==> src/rtl/adc128s022_reader.sv <==
// adc128s022_reader: SPI initiator running one 16-SCLK ADC128S022 frame per start, returning a 12-bit result tagged with its channel.
module adc128s022_reader #(
  parameter int CLK_DIV = 8
) (
  input  logic        clock_50,
  input  logic        reset,
  input  logic        start,
  input  logic [2:0]  channel,
  output logic        busy,
  output logic        valid,
  output logic [11:0] data,
  output logic [2:0]  data_channel,
  output logic        adc_cs_n,
  output logic        adc_sclk,
  output logic        adc_saddr,
  input  logic        adc_sdat
);
  localparam int PW = $clog2(CLK_DIV);
  typedef enum logic [1:0] {IDLE, SETUP, SHIFT, QUIET} state_t;
  state_t state, state_n;
  logic [PW-1:0] ph, ph_n;
  logic [3:0] bc, bc_n;
  logic hi, hi_n, ph_end;
  logic [2:0] cur_channel, prev_channel;
  logic [11:0] shift;
  logic [15:0] din;
  logic cs_nx, sclk_nx, saddr_nx, sample, done;
  assign ph_end = ph == PW'(CLK_DIV - 1);
  assign din = {2'b00, cur_channel, 11'b0};
  always_ff @(posedge clock_50) begin
    if (reset) begin
      state <= IDLE;
      ph <= '0;
      bc <= '0;
      hi <= 1'b0;
    end else begin
      state <= state_n;
      ph <= ph_n;
      bc <= bc_n;
      hi <= hi_n;
    end
  end
  always_comb begin
    state_n = state;
    ph_n = ph_end ? '0 : ph + 1'b1;
    bc_n = bc;
    hi_n = hi;
    case (state)
      IDLE: begin
        ph_n = '0;
        state_n = start ? SETUP : IDLE;
      end
      SETUP: if (ph_end) begin
        state_n = SHIFT;
        hi_n = 1'b0;
        bc_n = '0;
      end
      SHIFT: if (ph_end) begin
        hi_n = !hi;
        // the 16th high phase closes the frame; the bit counter never wraps
        if (hi && bc == 4'd15) state_n = QUIET;
        else if (hi) bc_n = bc + 4'd1;
      end
      QUIET: state_n = ph_end ? IDLE : QUIET;
    endcase
  end
  // outputs are registered copies of what the next state demands
  always_comb begin
    cs_nx = !(state_n == SETUP || state_n == SHIFT);
    sclk_nx = !(state_n == SHIFT && !hi_n);
    saddr_nx = state_n == SHIFT && din[4'd15 - bc_n];
    sample = state == SHIFT && !hi && ph_end;
    done = state == SHIFT && state_n == QUIET;
  end
  always_ff @(posedge clock_50) begin
    if (reset) begin
      adc_cs_n <= 1'b1;
      adc_sclk <= 1'b1;
      adc_saddr <= 1'b0;
      busy <= 1'b0;
      valid <= 1'b0;
      data <= '0;
      data_channel <= '0;
      prev_channel <= '0;
      cur_channel <= '0;
      shift <= '0;
    end else begin
      adc_cs_n <= cs_nx;
      adc_sclk <= sclk_nx;
      adc_saddr <= saddr_nx;
      busy <= state_n != IDLE;
      valid <= done;
      if (state == IDLE && start) cur_channel <= channel;
      // 12 bits deep: the four leading zeros fall off the top
      if (sample) shift <= {shift[10:0], adc_sdat};
      if (done) begin
        data <= shift;
        data_channel <= prev_channel;
        prev_channel <= cur_channel;
      end
    end
  end
endmodule
==> config.mk <==
export PLATFORM = sky130hd
export DESIGN_NAME = adc128s022_reader
export DESIGN_NICKNAME = d
export VERILOG_FILES = /design/src/rtl/adc128s022_reader.sv
export SDC_FILE = /design/constraint.sdc
export NUM_CORES = 1
export LEC_CHECK = 0
export BUFFER_PORTS_ARGS = -buffer_cell sky130_fd_sc_hd__buf_2
export CAP_MARGIN = 25
export CORE_UTILIZATION = 45
export CTS_BUF_LIST = sky130_fd_sc_hd__clkbuf_4 sky130_fd_sc_hd__clkbuf_8
export CTS_CLUSTER_SIZE = 8
export DETAILED_ROUTE_END_ITERATION = 12
export PLACE_DENSITY_LB_ADDON = 0.25
export SYNTH_ARGS = -nofsm -noshare
export SYNTH_HDL_FRONTEND = slang
export SYNTH_SLANG_ARGS = --single-unit
==> constraint.sdc <==
create_clock -name clock_50 -period 3.05 [get_ports clock_50]
set_clock_uncertainty 0.2 [all_clocks]
set_input_delay 0.1525 -clock clock_50 [delete_from_list [all_inputs] [get_ports clock_50]]
set_output_delay 0.1525 -clock clock_50 [all_outputs]
set_load 0.05 [all_outputs]
==> impl_metrics.json <==
{
  "core_um2": 4115,
  "crit_end": "data[9]$_SDFFE_PP0P_",
  "dieHeight_um": 68.22,
  "r2r-start": "ph[0]$_SDFF_PP0_",
  "yosysSeqAreaShare_pct": 48.70,
  "synth_edf_count": 0,
  "cp_cell_sequence": "ha_1 > ha_1 > nand2_1 > o21ai_0 > a211oi_1 > a21oi_1 > ha_1 > and2_1 > buf_4 > nand2_1 > a21oi_1",
  "startpoint": "ph[0]$_SDFF_PP0_",
  "drt-wirelength-per-cell_um": 12.03,
  "path_max_fanout": 18,
  "drive_gt1_share_pct": 16.02,
  "htreeDepth": 2,
  "hold_viol": 0,
  "syn_nets": 243,
  "synthCells": 225,
  "synth.distinct_cells": 37,
  "maxCapViolations": 0,
  "rsz0062_at_grt": "no",
  "crit_path_start_kind": "register",
  "max_freq_mhz": 398.6,
  "antenna_found_initial": 0,
  "drtPass1Iterations": 4,
  "min_path_type": "in2reg",
  "grt_usage_pct": 18.41,
  "ys_ff_latch": 48,
  "yosysTopAreaCell": "dfxtp_1",
  "row_count": 23,
  "layout.nets": 274,
  "pin_count": 27,
  "wl_um": 3682,
  "cp.required_ns": 3.06,
  "clockBufferDepth": 2,
  "grt-ovfl-total": 0,
  "antenna_cells": 0,
  "slowest_stage": "dfxtp_1",
  "drc_errors": 0,
  "dieArea_um2": 4653,
  "path_buf_inv": 1,
  "rr_endpoint": "data[9]$_SDFFE_PP0P_",
  "critPathKind": "reg2reg",
  "fillers": 382,
  "p_leak_uw": 0.001019,
  "synth_top_area_share_pct": 48.70,
  "cp_common_cell": "ha_1",
  "synth-main-ff-cell": "dfxtp_1",
  "fin_crit_sh_pct": 82.26,
  "multi_input_area_um2": 919.6,
  "path_depth": 11,
  "p_total_uw": 1085,
  "ff2ff_path_depth": 11,
  "utilization_pct": 55.76,
  "clock_latency_ns": 0.29,
  "synth_commonest_cells": "dfxtp_1, nand2_1, a21oi_1",
  "cts_buffers": 5,
  "mappedNetlistArea_um2": 1973,
  "power_density_nw_per_um2": 472.6,
  "hold_slack_ns": 0.05664,
  "cts_tree": "done",
  "instances_no_fill": 306,
  "tns_ns": 0,
  "fin_crit_ns": 2.509,
  "slew-limit-headroom_pct": 46.33,
  "fp.dieW_um": 68.22,
  "grt_start_max_net_pins": 47,
  "areaGrowthSynthToFinish_pct": 16.30,
  "post_cts_buffers": 0,
  "initialDrtViolationCount": 142,
  "cp-end-kind": "register",
  "clock_sinks": 48,
  "status": "finished clean",
  "setup_violations": 0,
  "dp_hpwl_um": 2488,
  "synth.most_common_cell": "dfxtp_1",
  "register_area_um2": 960.9,
  "via_per_inst": 5.069,
  "yosys_warnings": 0,
  "r2r_setup_slack_ns": 0.54,
  "drtAntennaViolNets": 0,
  "grt_pass1_vias": 1409,
  "placed_cells": 292,
  "cpPeakStageDelay_ns": 0.34,
  "synthArstFlopShare_pct": 0,
  "dr_total_vias": 1551,
  "clk_pin_slew_worst_paths_ns": 0.08,
  "cp.arrival_ns": 2.52,
  "grt_pass1_wl_um": 6341,
  "yosys-top-cells-area": "dfxtp_1, nand2_1, a21oi_1",
  "place_congestion": 0.8023,
  "portBuffers": 26,
  "syn_area_per_cell_um2": 8.770,
  "final-max-slew-violation-count": 0,
  "ir_worst_vdd_uv": 271.8,
  "crit_family": "adder cells",
  "tightest_slew_ns": 0.8050,
  "floorplan.initialDensity_pct": 47.95,
  "clockRootBuffer": "clkbuf_8"
}
timing repair:
action                                 CTS  global route
gates resized for setup                  0             0
hold buffers                             7             0
endpoints found under the hold margin    4             0
metal layers:
layer | vias up | track usage, % | share of wire (%)
li1 | 815 | - | -
met4 | 0 | 5.469 | 0.76
met3 | 2 | 5.500 | 3.4
met1 | 706 | 23.70 | 50
met5 | - | 0 | 0
met2 | 28 | 29.41 | 46
metrics by stage:
stage	worst slack [ns]	instance area (um2)
floorplan	0.5719	1973
CTS	0.5203	2295
finish	0.5410	2295
global placement	0.6542	2133
global route	0.2377	2295
detailed placement	0.5627	2133
cell type report:
| class | count | share of cell area, % |
|---|---|---|
| Clock buffer | 6 | 3.599 |
| Inverter | 10 | 1.636 |
| Tap cell | 50 | 2.726 |
| Clock inverter | 1 | 0.3817 |
| Sequential cell | 48 | 41.88 |
| Timing Repair Buffer | 36 | 9.706 |
| Multi-Input combinational cell | 155 | 40.08 |
registers in the layout, indices dropped and copies added, names as in the netlist:
signal / flops
data: 12
shift: 12
bc: 4
cur_channel: 3
data_channel: 3
ph: 3
prev_channel: 3
state: 2
adc_cs_n: 1
adc_saddr: 1
adc_sclk: 1
busy: 1
hi: 1
valid: 1
where the power goes:
| part | total (uW) | leakage, uW | switching (uW) | internal (uW) |
|---|---|---|---|---|
| combinational | 65.2 | 0.000584 | 41.6 | 23.6 |
| sequential | 640 | 0.000388 | 5.92 | 634 |
| clock | 379 | 0.0000473 | 198 | 181 |
| total | 1080 | 0.00102 | 246 | 839 |
worst min-delay path: cells and delay by family:
kind,cells,cell delay [ns]
and+or+nand+nor,2,0.16
AOI/OAI and AO/OA,1,0.05
buffers and inverters,1,0.13
kinds of logic after synthesis:
logic type | Yosys count | synth area share, %
simple gates | 90 | 20.61
flops | 48 | 48.70
compound gates | 42 | 12.94
buf+inv | 22 | 4.693
mux | 12 | 6.088
fa+ha+maj | 11 | 6.975
layout by cell type (no fill, tap or decap), types with 2 or more instances in the layout:
master         instances
a211o_1                2
dfxtp_1               48
a211oi_1               2
ha_1                  11
nor2_1                19
buf_4                  3
nand3_1                5
a21oi_1               28
nor2b_1                4
buf_2                 26
mux2i_1               12
inv_1                 10
dlygate4sd3_1          7
nand2_1               46
and2_1                 3
nand2b_1               2
o21ai_0                2
clkbuf_8               6
worst min-delay path by stage:
stage	start	end	slack (ns)	depth (start not counted)
2_1_floorplan	adc_sdat	shift[0]$_SDFFE_PP0P_	0.1	2
3_3_place_gp	adc_sdat	shift[0]$_SDFFE_PP0P_	0.19	3
3_5_place_dp	adc_sdat	shift[0]$_SDFFE_PP0P_	0.20	3
4_1_cts	start	cur_channel[1]$_SDFFE_PP0P_	0.05	4
5_1_grt	start	cur_channel[0]$_SDFFE_PP0P_	0.09	4
6_report	start	cur_channel[1]$_SDFFE_PP0P_	0.06	4
Power figures use the tool's default switching activity.
